File: config.mk
export PLATFORM = sky130hd
export DESIGN_NAME = bird_physics
export DESIGN_NICKNAME = d
export VERILOG_FILES = /design/src/rtl/flappy_pkg.sv /design/src/rtl/key_edge_sync.sv /design/src/rtl/bird_physics.sv
export SDC_FILE = /design/constraint.sdc
export NUM_CORES = 1
export LEC_CHECK = 0
export CAP_MARGIN = 30
export CORE_AREA = 2 2 83 85
export DETAILED_ROUTE_END_ITERATION = 12
export DIE_AREA = 0 0 85 87
export GPL_TIMING_DRIVEN = 0
export PLACE_DENSITY = 0.66
export SYNTH_ARGS = -nofsm -noshare
export SYNTH_HDL_FRONTEND = slang
export SYNTH_SLANG_ARGS = --single-unit
File: constraint.sdc
create_clock -name clk -period 8.1 [get_ports clk]
set_input_delay 0.81 -clock clk [delete_from_list [all_inputs] [get_ports clk]]
set_output_delay 0.81 -clock clk [all_outputs]
set_load 0.05 [all_outputs]
File: src/rtl/flappy_pkg.sv
// rtl/flappy_pkg.sv - shared screen geometry, bird physics constants and life-cycle state encoding
package flappy_pkg;

    localparam int BIRD_X_POS   = 300;
    localparam int START_Y      = 344;
    localparam int BIRD_H       = 30;
    localparam int GRAVITY      = 1;
    localparam int JUMP_VEL     = 8;
    localparam int MAX_FALL_VEL = 10;
    localparam int GROUND_Y     = 668;
    localparam int CEILING_Y    = 20;
    localparam int PIPE_WIDTH   = 60;

    typedef enum logic [1:0] {
        ST_IDLE = 2'd0,
        ST_FLY  = 2'd1,
        ST_FALL = 2'd2,
        ST_DEAD = 2'd3
    } bird_state_t;

endpackage

File: src/rtl/key_edge_sync.sv
// rtl/key_edge_sync.sv - two-flop synchroniser for an asynchronous key, followed by a rising-edge pulse
module key_edge_sync (
    input  logic clk,
    input  logic rst,
    input  logic key,
    output logic pulse
);

    logic sync1;
    logic sync2;
    logic prev;

    always_ff @(posedge clk or posedge rst) begin
        if (rst) begin
            sync1 <= 1'b0;
            sync2 <= 1'b0;
            prev  <= 1'b0;
        end else begin
            sync1 <= key;
            sync2 <= sync1;
            prev  <= sync2;
        end
    end

    assign pulse = sync2 & ~prev;

endmodule

File: src/rtl/bird_physics.sv
// rtl/bird_physics.sv - bird vertical motion, jump handling and IDLE/FLY/FALL/DEAD life cycle
module bird_physics
    import flappy_pkg::*;
#(
    parameter int BIRD_X_POS_P   = BIRD_X_POS,
    parameter int START_Y_P      = START_Y,
    parameter int BIRD_H_P       = BIRD_H,
    parameter int GRAVITY_P      = GRAVITY,
    parameter int JUMP_VEL_P     = JUMP_VEL,
    parameter int MAX_FALL_VEL_P = MAX_FALL_VEL,
    parameter int GROUND_Y_P     = GROUND_Y,
    parameter int CEILING_Y_P    = CEILING_Y
) (
    input  logic        clk,
    input  logic        rst,
    input  logic        frame_en,
    input  logic        key_jump,
    input  logic        ai_jump_pulse,
    input  logic        auto_mode,
    input  logic        start_pulse,
    input  logic        collide,
    output logic [11:0] bird_x,
    output logic [11:0] bird_y,
    output logic [7:0]  bird_vel,
    output logic        game_active,
    output logic        bird_dead,
    output logic        hit_ground
);

    localparam logic signed [12:0] GRAV_S   = 13'(GRAVITY_P);
    localparam logic signed [12:0] JUMP_S   = 13'(JUMP_VEL_P);
    localparam logic signed [12:0] MAXF_S   = 13'(MAX_FALL_VEL_P);
    localparam logic signed [12:0] CEIL_S   = 13'(CEILING_Y_P);
    localparam logic signed [12:0] GROUND_S = 13'(GROUND_Y_P);
    localparam logic signed [12:0] H_S      = 13'(BIRD_H_P);
    localparam logic [11:0]        START_U  = 12'(START_Y_P);
    localparam logic [11:0]        CEIL_U   = 12'(CEILING_Y_P);
    localparam logic [11:0]        LAND_U   = 12'(GROUND_Y_P - BIRD_H_P);

    logic key_edge;
    logic jump_req;

    key_edge_sync u_key_sync (
        .clk   (clk),
        .rst   (rst),
        .key   (key_jump),
        .pulse (key_edge)
    );

    // Whoever does not hold control has its jump source masked off.
    assign jump_req = auto_mode ? ai_jump_pulse : key_edge;
    assign bird_x   = 12'(BIRD_X_POS_P);

    bird_state_t state, state_d;
    logic        jump_pend, pend_d, hit_d, do_phys;
    logic [11:0] y_d;
    logic [7:0]  vel_d;

    logic signed [12:0] vel_cur, vel_grav, vel_n, y_n;
    logic               phys_jump, ceiling_hit, ground_hit;

    always_comb begin
        phys_jump   = (state == ST_FLY) & (jump_pend | jump_req);
        vel_cur     = $signed({{5{bird_vel[7]}}, bird_vel});
        vel_grav    = vel_cur + GRAV_S;
        if (vel_grav > MAXF_S)
            vel_grav = MAXF_S;
        vel_n       = phys_jump ? -JUMP_S : vel_grav;
        y_n         = $signed({1'b0, bird_y}) + vel_n;
        ceiling_hit = y_n < CEIL_S;
        ground_hit  = (y_n + H_S) >= GROUND_S;
    end

    always_comb begin
        state_d = state;
        y_d     = bird_y;
        vel_d   = bird_vel;
        pend_d  = jump_pend | jump_req;
        hit_d   = 1'b0;
        do_phys = 1'b0;
        case (state)
            ST_IDLE: begin
                y_d    = START_U;
                vel_d  = 8'd0;
                pend_d = start_pulse | jump_req;
                if (start_pulse | jump_req)
                    state_d = ST_FLY;
            end
            ST_FLY: begin
                // A collision pre-empts the frame step and drops any pending jump.
                if (collide) begin
                    state_d = ST_FALL;
                    vel_d   = 8'd0;
                    pend_d  = 1'b0;
                end else if (frame_en) begin
                    do_phys = 1'b1;
                    pend_d  = 1'b0;
                end
            end
            ST_FALL: begin
                pend_d  = 1'b0;
                do_phys = frame_en;
            end
            ST_DEAD: begin
                pend_d = 1'b0;
                if (start_pulse) begin
                    state_d = ST_IDLE;
                    y_d     = START_U;
                    vel_d   = 8'd0;
                end
            end
            default: state_d = ST_IDLE;
        endcase
        if (do_phys) begin
            if (ceiling_hit) begin
                y_d   = CEIL_U;
                vel_d = 8'd0;
            end else if (ground_hit) begin
                y_d     = LAND_U;
                vel_d   = 8'd0;
                hit_d   = 1'b1;
                state_d = ST_DEAD;
                pend_d  = 1'b0;
            end else begin
                y_d   = 12'(y_n);
                vel_d = 8'(vel_n);
            end
        end
    end

    always_ff @(posedge clk or posedge rst) begin
        if (rst)
            state <= ST_IDLE;
        else
            state <= state_d;
    end

    always_ff @(posedge clk or posedge rst) begin
        if (rst) begin
            bird_y      <= START_U;
            bird_vel    <= 8'd0;
            jump_pend   <= 1'b0;
            hit_ground  <= 1'b0;
            game_active <= 1'b0;
            bird_dead   <= 1'b0;
        end else begin
            bird_y      <= y_d;
            bird_vel    <= vel_d;
            jump_pend   <= pend_d;
            hit_ground  <= hit_d;
            game_active <= (state_d == ST_FLY);
            bird_dead   <= (state_d == ST_DEAD);
        end
    end

endmodule

==> qor.txt <==
first-pass GRT wire length: 11.0 mm
DRT antenna net count: 0
status: finished, final reports clean
f_max: 173 MHz
Tightest Pin Transition: 0.891 ns
CP delay by family, top: simple AND/OR/NAND/NOR gates
row count: 30
Peak supply drop: 219 uV
critical path arrival: 5.92 ns
CTS Hold Buffers Added: 0
PortBufs: 30
largest cells by area after synthesis: dfrtp_1, ha_1, o21ai_0, dfstp_2, nand2_1
Post-DP Area: 3170 sq um
H-tree depth: 2
Register Area: 731 sq um
synth warn: 0
startpoint type of the worst setup path: input port
multi-input logic area: 1750 sq um
Max-Cap Viols: 0
synth unique cells: 73
Final Net Count: 403
area delta synth->final: 21.5%
crit path max fanout: 10
RR Startpoint: bird_vel[0]$_DFFE_PP0P_
die area: 7400 sq um
final hold violation count: 0
clock period minus worst slack: 5.79 ns
crit-path cells: clkdlybuf4s50_1 > nor3b_1 > a211oi_1 > nor2b_1 > or2_2 > nor2_1 > ha_1 > inv_1 > fa_1 > and2b_1 > o22ai_2 > xor2_2 > nand4_1 > or4_1 > a32oi_1 > nor3_1 > o31ai_1 > clkbuf_1 > o21ai_0
Worst Setup End Kind: flip-flop
setup TNS: 0 ns
DR iter-0 viols: 114
cell count after synthesis: 325
type of the worst setup path: in -> reg
CTS tree: yes
cell taking the most area after synthesis: dfrtp_1
CTS sink cnt: 29
largest family of logic cells by synthesized area: compound AO/OA/AOI/OAI gates
Die Span X: 85 microns
global placement routability congestion: 0.844
clock skew: 0.00934 ns
routed wire length per instance: 14.9 microns
WHS Endpoint: u_key_sync.sync2$_DFF_PP0_
# IOs: 43
TritonRoute pass-1 iters: 4
Max Slew Vio Count: 0
setup bufs post-CTS: 0
max incr delay on CP: 0.50 ns
compound-gate portion of the synthesized area: 0.273
share of the synthesized area in the top cell type: 0.231
synthesized area: 2700 sq um
syn_area_per_cell: 8.32 sq um
Post-Synth XOR/XNOR Area: 0.0565
Core Area: 6570 sq um
Post-Synth Adder-Cell Area: 0.105
fill cell count: 634
Starting Density: 0.411
PD cells: 450 nW/um^2
flops & latches, synth: 29
Post-synth ARST share: 1.00
final wirelength: 6.76 mm
overall power: 1.48 mW
setup violators final: 0
clk slew on worst S/H paths: 0.06 ns
Clock Tree Buf Depth: 2
Crit-path slowest cell: clkdlybuf4s50_1
initial antenna violation count: 0
reg2reg path depth: 21
Worst Hold Depth: 0
leakage: 1.48 nW
clk root buf: clkbuf_8
most frequent cells after synthesis: o21ai_0, nand2_1, dfrtp_1
cts repair resizes: 0
vias per cell: 5.46
die height: 87 microns
post-synthesis mux area share: 0.00787
Total GRT Usage: 0.187
Buf/Inv on CP: 3
FF-to-FF setup slack: 2.53 ns
clock insertion delay at the later pin of the skew report: 0.28 ns
sequential fraction of the synthesis area: 0.270
total CTS buffers: 5
Simple-Gate Fraction of Synth Area: 0.190
vias: 2478
Hold Startpoint: u_key_sync.sync1$_DFF_PP0_
Final Cell Area: 3280 sq um
worst reg2reg endpoint: bird_vel[5]$_DFFE_PP0P_
most frequent cell after synthesis: o21ai_0
number of synthesized flops with an enable pin: 0
antenna diode count: 0
HPWL after DPL: 5.41 mm
WP data required: 8.23 ns
number of global-route vias before repair: 2273
RSZ-0062 raised after global routing: no
Worst Hold Class: reg -> reg
layout cell share with drive strength beyond 1: 0.131
ys flop type: dfrtp_1
pin count of the biggest net entering global routing: 21
Post-route DRC: 0
total global routing overflow: 0
max_slew headroom: 0.403
Tcrit/Tclk final: 0.715
==> worst register-to-register path: cells and delay by family, from the launching register on <==
family	cells	cell delay (ns)
buf+inv	2	0.52
xor+xnor	1	0.36
fa+ha+maj	3	0.94
compound gates	9	1.64
simple gates	6	1.46
flops	1	0.51
==> per-stage QoR <==
stage          setup slack [ns]  std cells   util  hold slack, ns
3_3_place_gp               2.10        445  0.478           0.337
5_1_grt                    1.99        454  0.500           0.372
6_report                   2.31        454  0.500           0.350
2_1_floorplan              3.01        335      -           0.331
4_1_cts                    2.30        454  0.500           0.355
3_5_place_dp               2.05        446  0.482           0.339
==> how the worst max path moves through the flow <==
stage	startpoint	endpoint	slack, ns	cells after the start
4_1_cts	auto_mode	bird_vel[5]$_DFFE_PP0P_	2.30	19
6_report	auto_mode	bird_vel[5]$_DFFE_PP0P_	2.31	19
3_5_place_dp	auto_mode	bird_vel[5]$_DFFE_PP0P_	2.05	19
3_3_place_gp	auto_mode	bird_vel[3]$_DFFE_PP0P_	2.10	19
2_1_floorplan	bird_vel[0]$_DFFE_PP0P_	game_active$_DFF_PP0_	3.01	22
5_1_grt	auto_mode	bird_vel[5]$_DFFE_PP0P_	1.99	19
==> placed cells by master (no fill, tap or decap), types with 4 or more instances in the layout <==
cell | synthesis | layout
a211oi_1 | 4 | 4
a21oi_1 | 15 | 15
a221o_1 | 4 | 4
a31oi_1 | 5 | 5
and3_1 | 5 | 5
buf_2 | 8 | 8
buf_4 | 12 | 12
clkbuf_8 | 0 | 6
clkdlybuf4s50_1 | 0 | 30
conb_1 | 2 | 12
dfrtp_1 | 25 | 25
dfstp_2 | 4 | 4
ha_1 | 21 | 21
inv_1 | 24 | 24
nand2_1 | 27 | 27
nand3_1 | 11 | 11
nand4_1 | 4 | 4
nor2_1 | 18 | 18
nor2b_1 | 5 | 5
nor3_1 | 7 | 7
o211ai_1 | 6 | 6
o21ai_0 | 29 | 29
o31ai_1 | 4 | 4
xnor2_1 | 9 | 9
xor2_1 | 4 | 4
==> flip-flops by register name (all words and copies together) (netlist names) <==
signal and count:
bird_y 12, bird_vel 8, state 2, bird_dead 1
game_active 1, hit_ground 1, jump_pend 1, u_key_sync.prev 1
u_key_sync.sync1 1, u_key_sync.sync2 1
==> routing by layer <==
| layer | up-vias | GRT usage | wire length [microns] |
|---|---|---|---|
| li1 | 1255 | - | - |
| met4 | 0 | 0.0418 | 57 |
| met5 | - | 0 | 0 |
| met2 | 51 | 0.316 | 3290 |
| met1 | 1168 | 0.251 | 3170 |
| met3 | 4 | 0.0322 | 238 |
==> area by class of cell <==
cell class,instances,area share
Inverter,25,0.0301
Tap cell,80,0.0305
Clock inverter,1,0.00914
Sequential cell,29,0.222
Timing Repair Buffer,31,0.0998
Clock buffer,7,0.0263
Buffer,25,0.0480
Multi-Input combinational cell,256,0.534
==> cells by family after synthesis <==
group                      after synthesis
buffers and inverters                   50
adders and majority gates               22
AOI/OAI and AO/OA                      105
xor gates and xnor gates                15
other                                    2
and+or+nand+nor                        100
muxes                                    2
DFF                                     29
==> power breakdown <==
group	internal (mW)	total (mW)	leakage, nW	switching, mW
Combinational	0.406	1.11	1.05	0.702
Sequential	0.181	0.217	0.377	0.0355
Clock	0.100	0.154	0.0585	0.0543
(Power assumes the default switching activity.)
